`config.mk`:
```
export PLATFORM = sky130hd
export DESIGN_NAME = muldiv_unit
export DESIGN_NICKNAME = d
export VERILOG_FILES = /design/src/rtl/muldiv_pkg.sv /design/src/rtl/muldiv_step.sv /design/src/rtl/muldiv_unit.sv
export SDC_FILE = /design/constraint.sdc
export NUM_CORES = 1
export LEC_CHECK = 0
export ABC_AREA = 0
export CAP_MARGIN = 5
export CORE_ASPECT_RATIO = 1.5
export CORE_MARGIN = 2
export CORE_UTILIZATION = 40
export DETAILED_ROUTE_END_ITERATION = 10
export PLACE_DENSITY = 0.69
export RECOVER_POWER = 50
export SLEW_MARGIN = 20
export SYNTH_ARGS = -nofsm -noshare
export SYNTH_HDL_FRONTEND = slang
export SYNTH_SLANG_ARGS = --single-unit
```
`constraint.sdc`:
```
create_clock -name clk -period 5.3 [get_ports clk]
set_clock_uncertainty 0.1 [all_clocks]
set_input_delay 0.795 -clock clk [delete_from_list [all_inputs] [get_ports clk]]
set_output_delay 0.795 -clock clk [all_outputs]
set_load 0.1 [all_outputs]
```
`src/rtl/muldiv_pkg.sv`:
```
`default_nettype none
// ============================================================================
// Module      : muldiv_pkg
// Description : Shared definitions for the iterative RV M-extension unit.
//               Holds the funct3 op-select codes, the FSM state encoding,
//               and the operand-signedness decode helpers.
// Revision    : 1.0 - initial release
// ============================================================================
package muldiv_pkg;

    // funct3 op-select codes, shared with the execute-stage ALU decode
    localparam logic [2:0] OP_MUL    = 3'b000;
    localparam logic [2:0] OP_MULH   = 3'b001;
    localparam logic [2:0] OP_MULHSU = 3'b010;
    localparam logic [2:0] OP_MULHU  = 3'b011;
    localparam logic [2:0] OP_DIV    = 3'b100;
    localparam logic [2:0] OP_DIVU   = 3'b101;
    localparam logic [2:0] OP_REM    = 3'b110;
    localparam logic [2:0] OP_REMU   = 3'b111;

    typedef enum logic [1:0] {
        IDLE = 2'd0,
        CALC = 2'd1,
        FIX  = 2'd2,
        DONE = 2'd3
    } state_t;

    // Divide and remainder ops all have funct3[2] set
    function automatic logic is_div(input logic [2:0] op);
        return op[2];
    endfunction

    // op1 is signed for MUL, MULH, MULHSU, DIV and REM
    function automatic logic is_signed_op1(input logic [2:0] op);
        return (op == OP_MUL) || (op == OP_MULH) || (op == OP_MULHSU) ||
               (op == OP_DIV) || (op == OP_REM);
    endfunction

    // op2 is signed for MUL, MULH, DIV and REM
    function automatic logic is_signed_op2(input logic [2:0] op);
        return (op == OP_MUL) || (op == OP_MULH) ||
               (op == OP_DIV) || (op == OP_REM);
    endfunction

endpackage : muldiv_pkg
`default_nettype wire

```
`src/rtl/muldiv_step.sv`:
```
`default_nettype none
// ============================================================================
// Module      : muldiv_step
// Description : Combinational ITER_PER_CYCLE-deep chain of shift-add
//               (multiply) or restoring (divide) iteration steps.
//               Multiply: {acc[XLEN-1:0], lo} is the 2*XLEN product register,
//               lo initially holds the multiplier, opb the multiplicand.
//               Divide: acc is the XLEN+1 bit partial remainder, lo shifts
//               the dividend out and the quotient in, opb is the divisor.
// Revision    : 1.0 - initial release
// ============================================================================
module muldiv_step #(
    parameter int XLEN           = 32,
    parameter int ITER_PER_CYCLE = 1
) (
    input  logic            is_div_i,
    input  logic [XLEN:0]   acc_i,
    input  logic [XLEN-1:0] lo_i,
    input  logic [XLEN-1:0] opb_i,
    output logic [XLEN:0]   acc_o,
    output logic [XLEN-1:0] lo_o
);

    logic [XLEN:0]   w_acc [ITER_PER_CYCLE+1];
    logic [XLEN-1:0] w_lo  [ITER_PER_CYCLE+1];

    assign w_acc[0] = acc_i;
    assign w_lo[0]  = lo_i;

    for (genvar g = 0; g < ITER_PER_CYCLE; g++) begin : g_iter
        logic [XLEN:0] w_sum;
        logic [XLEN:0] w_shift;
        logic [XLEN:0] w_diff;

        // Multiply: add multiplicand when the current multiplier bit is set,
        // then shift the whole product register right by one.
        assign w_sum   = w_acc[g] + (w_lo[g][0] ? {1'b0, opb_i} : '0);
        // Divide: bring the next dividend bit into the partial remainder and
        // trial-subtract; a set MSB means the subtraction went negative.
        assign w_shift = {w_acc[g][XLEN-1:0], w_lo[g][XLEN-1]};
        assign w_diff  = w_shift - {1'b0, opb_i};

        assign w_acc[g+1] = is_div_i ? (w_diff[XLEN] ? w_shift : w_diff)
                                     : {1'b0, w_sum[XLEN:1]};
        assign w_lo[g+1]  = is_div_i ? {w_lo[g][XLEN-2:0], ~w_diff[XLEN]}
                                     : {w_sum[0], w_lo[g][XLEN-1:1]};
    end

    assign acc_o = w_acc[ITER_PER_CYCLE];
    assign lo_o  = w_lo[ITER_PER_CYCLE];

endmodule : muldiv_step
`default_nettype wire

```
`src/rtl/muldiv_unit.sv`:
```
`default_nettype none
// ============================================================================
// Module      : muldiv_unit
// Description : Multi-cycle RV32M/RV64M multiply/divide/remainder unit with
//               valid/ready handshakes. Operands are converted to magnitudes
//               on accept, iterated in CALC, sign-corrected in FIX and held
//               in DONE until the consumer takes the result.
// Revision    : 1.0 - initial release
// ============================================================================
module muldiv_unit #(
    parameter int XLEN           = 32,
    parameter int ITER_PER_CYCLE = 1
) (
    input  logic            clk,
    input  logic            reset,
    input  logic            in_valid,
    output logic            in_ready,
    input  logic [2:0]      op_select,
    input  logic [XLEN-1:0] op1,
    input  logic [XLEN-1:0] op2,
    input  logic            flush,
    output logic            out_valid,
    input  logic            out_ready,
    output logic [XLEN-1:0] result,
    output logic            busy
);

    import muldiv_pkg::*;

    localparam int                c_STEPS = XLEN / ITER_PER_CYCLE;
    localparam int                c_CNT_W = $clog2(c_STEPS);
    localparam logic [c_CNT_W-1:0] c_LAST = c_CNT_W'(c_STEPS - 1);
    localparam logic [XLEN-1:0]   c_MIN   = {1'b1, {(XLEN-1){1'b0}}};

    state_t               state_q, state_d;
    logic [2:0]           op_q;
    logic                 neg_q;
    logic [XLEN:0]        acc_q;
    logic [XLEN-1:0]      lo_q;
    logic [XLEN-1:0]      opb_q;
    logic [c_CNT_W-1:0]   cnt_q;
    logic [XLEN-1:0]      result_q;

    logic                 w_accept;
    logic                 w_is_div;
    logic                 w_s1, w_s2;
    logic [XLEN-1:0]      w_mag1, w_mag2;
    logic                 w_div_zero, w_ovf, w_special, w_neg;
    logic [XLEN-1:0]      w_special_res;
    logic [XLEN:0]        w_acc_next;
    logic [XLEN-1:0]      w_lo_next;
    logic [2*XLEN-1:0]    w_prod, w_prod_fix;
    logic [XLEN-1:0]      w_quo_fix, w_rem_fix, w_fix_res;

    // Handshake and status outputs
    assign in_ready  = (state_q == IDLE) || ((state_q == DONE) && out_ready);
    assign out_valid = (state_q == DONE);
    assign busy      = (state_q != IDLE);
    assign result    = result_q;

    // A request arriving alongside flush is dropped
    assign w_accept = in_valid && in_ready && !flush;

    // Operand sign decode and magnitudes for the incoming request
    assign w_is_div = is_div(op_select);
    assign w_s1     = is_signed_op1(op_select) && op1[XLEN-1];
    assign w_s2     = is_signed_op2(op_select) && op2[XLEN-1];
    assign w_mag1   = w_s1 ? (XLEN'(0) - op1) : op1;
    assign w_mag2   = w_s2 ? (XLEN'(0) - op2) : op2;

    // Divide-by-zero and signed overflow resolve immediately without iterating
    assign w_div_zero = w_is_div && (op2 == '0);
    assign w_ovf      = w_is_div && !op_select[0] && (op1 == c_MIN) && (&op2);
    assign w_special  = w_div_zero || w_ovf;

    // Remainder ops take the sign of op1; everything else the XOR of both signs
    assign w_neg = (w_is_div && op_select[1]) ? w_s1 : (w_s1 ^ w_s2);

    // Special-case results: op_select[1] distinguishes REM/REMU from DIV/DIVU
    always_comb begin
        w_special_res = '0;
        if (w_div_zero) begin
            w_special_res = op_select[1] ? op1 : '1;
        end else if (w_ovf) begin
            w_special_res = op_select[1] ? '0 : op1;
        end
    end

    muldiv_step #(
        .XLEN           (XLEN),
        .ITER_PER_CYCLE (ITER_PER_CYCLE)
    ) u_step (
        .is_div_i (is_div(op_q)),
        .acc_i    (acc_q),
        .lo_i     (lo_q),
        .opb_i    (opb_q),
        .acc_o    (w_acc_next),
        .lo_o     (w_lo_next)
    );

    // Sign fix-up of the finished product, quotient and remainder
    assign w_prod     = {acc_q[XLEN-1:0], lo_q};
    assign w_prod_fix = neg_q ? ((2*XLEN)'(0) - w_prod) : w_prod;
    assign w_quo_fix  = neg_q ? (XLEN'(0) - lo_q) : lo_q;
    assign w_rem_fix  = neg_q ? (XLEN'(0) - acc_q[XLEN-1:0]) : acc_q[XLEN-1:0];

    // Select which fixed-up field becomes the result
    always_comb begin
        w_fix_res = w_rem_fix;
        case (op_q)
            OP_MUL:                        w_fix_res = w_prod_fix[XLEN-1:0];
            OP_MULH, OP_MULHSU, OP_MULHU:  w_fix_res = w_prod_fix[2*XLEN-1:XLEN];
            OP_DIV, OP_DIVU:               w_fix_res = w_quo_fix;
            default:                       w_fix_res = w_rem_fix;
        endcase
    end

    // State register
    always_ff @(posedge clk) begin
        if (reset) begin
            state_q <= IDLE;
        end else begin
            state_q <= state_d;
        end
    end

    // Next-state logic; flush overrides every transition
    always_comb begin
        state_d = state_q;
        case (state_q)
            IDLE: begin
                if (w_accept) begin
                    state_d = w_special ? DONE : CALC;
                end
            end
            CALC: begin
                if (cnt_q == c_LAST) begin
                    state_d = FIX;
                end
            end
            FIX: begin
                state_d = DONE;
            end
            DONE: begin
                if (out_ready) begin
                    if (w_accept) begin
                        state_d = w_special ? DONE : CALC;
                    end else begin
                        state_d = IDLE;
                    end
                end
            end
            default: begin
                state_d = IDLE;
            end
        endcase
        if (flush) begin
            state_d = IDLE;
        end
    end

    // Datapath: latch operands on accept, iterate in CALC, write result in FIX
    always_ff @(posedge clk) begin
        if (reset) begin
            op_q     <= OP_MUL;
            neg_q    <= 1'b0;
            acc_q    <= '0;
            lo_q     <= '0;
            opb_q    <= '0;
            cnt_q    <= '0;
            result_q <= '0;
        end else begin
            if (w_accept) begin
                op_q  <= op_select;
                neg_q <= w_neg;
                acc_q <= '0;
                cnt_q <= '0;
                // Multiply shifts the multiplier out of lo; divide shifts the
                // dividend out of lo. opb is the multiplicand or divisor.
                lo_q  <= w_is_div ? w_mag1 : w_mag2;
                opb_q <= w_is_div ? w_mag2 : w_mag1;
                if (w_special) begin
                    result_q <= w_special_res;
                end
            end else if (state_q == CALC) begin
                acc_q <= w_acc_next;
                lo_q  <= w_lo_next;
                cnt_q <= cnt_q + 1'b1;
            end
            if ((state_q == FIX) && !flush) begin
                result_q <= w_fix_res;
            end
        end
    end

endmodule : muldiv_unit
`default_nettype wire

```
==> results.cfg <==
[outcome]
status = finished with violations
violations = max-capacitance violations, max-slew violations

[yosys]
synthArstFlopShare = 0
synth-edff-count = 0
post-synth-top-area-cell = dfxtp_1
syn-cell-area_mm2 = 0.0143
syn_nets = 2192
synth_top_family_by_area = compound AO/OA/AOI/OAI gates
postSynthCellCount = 2046
synth_ff_type = dfxtp_1
synth_cell_types = 71
yosysTopAreaCellShare = 0.196
ys_ff_latch = 140
synth_fa_ha_area_frac = 0.0664
muxShareOfSynthArea = 0.0436
yosys-top-cells-area = dfxtp_1 (20%), a21oi_1 (7.7%), ha_1 (6.3%)
synth_compound_area_frac = 0.326
synth.yosys.seq_area_share = 0.196
yosysWarnings = 0
yosys.area_share.simple = 0.216
synth_xor_area_frac = 0.0954
syn_avg_cell_area_um2 = 7.00

[setup_path]
critPathCapture = lo_q[0]
regToRegEndpoint = lo_q[0]
r2r_cells = 17
crit_fanout = 23
slowest_stage = dfxtp_1
critPathLaunchType = register
crit_arrival_ns = 5.00
crit_type = register to register
critPathLaunch = acc_q[0]
rrSetupSlack_ns = 0.55
worstReg2RegStart = acc_q[0]
worstPathRequired_ns = 5.55
crit_path_frequent_cell = a21oi_1
crit_path_end_kind = register
cp_slowest_stage_delay_ns = 0.54
path_cells = inv_1 -> fa_1 -> nand2b_1 -> a21oi_1 -> a21oi_1 -> o41a_1 -> o21ba_2 -> a21oi_1 -> o21a_1 -> o211ai_1 -> nand2_1 -> ha_1 -> buf_4 -> nand2_1 -> a21oi_1 -> a211oi_1 -> a211oi_1

[sta]
finalSetupTns_ns = 0
worst_pin_slew_ns = 2.64
fin_crit_ns = 4.75
period_share = 0.896
maxSlewHeadroom = -0.758
drv_slew = 60
rsz0062_at_grt = no
max_freq_mhz = 211
finalHoldViolCount = 0
final-setup-viol-count = 0

[power]
combinationalPowerShare = 0.329
total_power_mw = 3.71
vdd.ir_drop.worst_mv = 0.256
p_int_mw = 2.36
p_clk_frac = 0.355
netSwitchingFraction = 0.366
p_sw_mw = 1.36
seqPwrFrac = 0.316
leakage_nw = 6.00
power.density_mw_per_mm2 = 228

[route]
ant_nets = 0
drt-initial-drc-count = 1500
vias_per_cell = 6.32
drt_wl_total_um = 57400
first_pass_iters = 6
vias = 16029
drc = 0
routedWlPerCell_um = 22.6

[hold_path]
hp-class = register to register

[global_routing]
grt_pass1_wl_um = 87200
globalRouteOverflowTotal = 0
grt_max_degree = 85
grt_pass1_vias = 15055
antenna_found_initial = 0
grt.total_usage = 0.305

[place]
routabilityCongestion = 1.05
port_buffers = 106
dp_hpwl_um = 44000

[floorplan]
dieArea_mm2 = 0.0374
pin_count = 107
die_w_um = 158
start_util = 0.407
num_rows = 84
die_y_um = 236
coreArea_mm2 = 0.0352

[flow_run]
cap_violations = 1

[cells_and_area]
n_antenna_cell = 0
area_growth_pct = 13.6
final_util = 0.462
drive_gt1_frac = 0.0475
n_fill_cell = 3621
multi_input_area_mm2 = 0.0107
regArea_mm2 = 0.00281
mostFrequentLayoutCells = a21oi_1 (220), nand2_1 (210), nor2_1 (201), o21ai_0 (174), dfxtp_1 (138)
finalNetCount = 2197
mostFrequentLayoutCell = a21oi_1

[clocking]
clk_path_buf_depth = 2
cts_resized = 0
cts_setup_buffers = 0
htreeDepth = 4
cts_hold_buf = 0
cts-root-buf = clkbuf_16
cts_made_buffers = 17
cts_sinks = 140
cts_tree = yes
path_clk_slew_ns = 0.06
clock_latency_ns = 0.45
critical path, delay by kind of cell, from the launching register on:
kind                     cells  cell delay, ns
adder cells (fa/ha/maj)      2            0.59
buffers and inverters        2            0.49
AO/OA/AOI/OAI               10            2.45
flip-flops                   1            0.54
AND/OR/NAND/NOR              3            0.45
through the flow:
step	cells	setup WS [ns]	hold slack [ns]	instance area, um^2
global placement	2505	0.784	0.343	15600
finish	2536	0.551	0.354	16300
floorplan	2046	1.03	0.332	14300
CTS	2536	0.732	0.353	16300
detailed placement	2505	0.757	0.346	15600
global route	2536	0.344	0.377	16300
how the worst min path moves through the flow:
stage | endpoint | from | cells after the start | slack [ns]
after floorplan | opb_q[27] | opb_q[27] | 2 | 0.33
after global placement | opb_q[12] | opb_q[12] | 2 | 0.34
after detailed placement | opb_q[7] | opb_q[7] | 2 | 0.35
after CTS | opb_q[7] | opb_q[7] | 2 | 0.35
after global routing | opb_q[7] | opb_q[7] | 2 | 0.38
final | opb_q[30] | opb_q[30] | 2 | 0.35
power by group through the flow:
stage / registers (mW) / logic, mW / clock network, mW
floorplan: 1.15 / 0.830 / 0
global placement: 1.19 / 1.17 / 0
detailed placement: 1.19 / 1.18 / 0
CTS: 1.17 / 1.19 / 1.33
global route: 1.18 / 1.31 / 1.36
finish: 1.17 / 1.22 / 1.32
registers in the layout, indices dropped and copies added, names as in the netlist:
name     count
state_q      2
acc_q       33
neg_q        1
op_q         3
lo_q        32
result      32
cnt_q        5
opb_q       32
routing by layer:
metal	routed length, um	vias to the layer above	global-route usage
met5	0	-	0
met3	3580	210	0.0429
li1	-	7550	-
met2	27200	765	0.502
met1	20800	7504	0.337
met4	5780	0	0.267
cell families after synthesis:
logic type      Yosys count
buf+inv                 216
flops                   140
xor+xnor                156
mux                      62
simple gates            660
fa+ha+maj                75
compound gates          737
cell usage after synthesis, types with 16 or more instances:
cell,count
o21ai_0,174
nand2b_1,16
clkbuf_1,134
o31ai_1,30
nor4_1,17
xor2_1,65
o22ai_1,21
a31oi_1,18
xnor2_1,91
a21oi_1,220
a21o_1,23
mux2i_1,59
or4_1,20
or3_1,28
a211oi_1,56
dfxtp_1,140
nand3_1,37
inv_1,60
ha_1,72
a221oi_1,18
nor2_1,202
nand4_1,26
nand2_1,210
o211ai_1,57
nor3_1,44
final cells by class:
type | count | area share
Multi-Input combinational cell | 1690 | 0.658
Sequential cell | 140 | 0.172
Timing Repair Buffer | 141 | 0.0807
Tap cell | 473 | 0.0364
Clock buffer | 22 | 0.0285
Inverter | 61 | 0.0141
Clock inverter | 9 | 0.00984
Power figures use the tool's default switching activity.
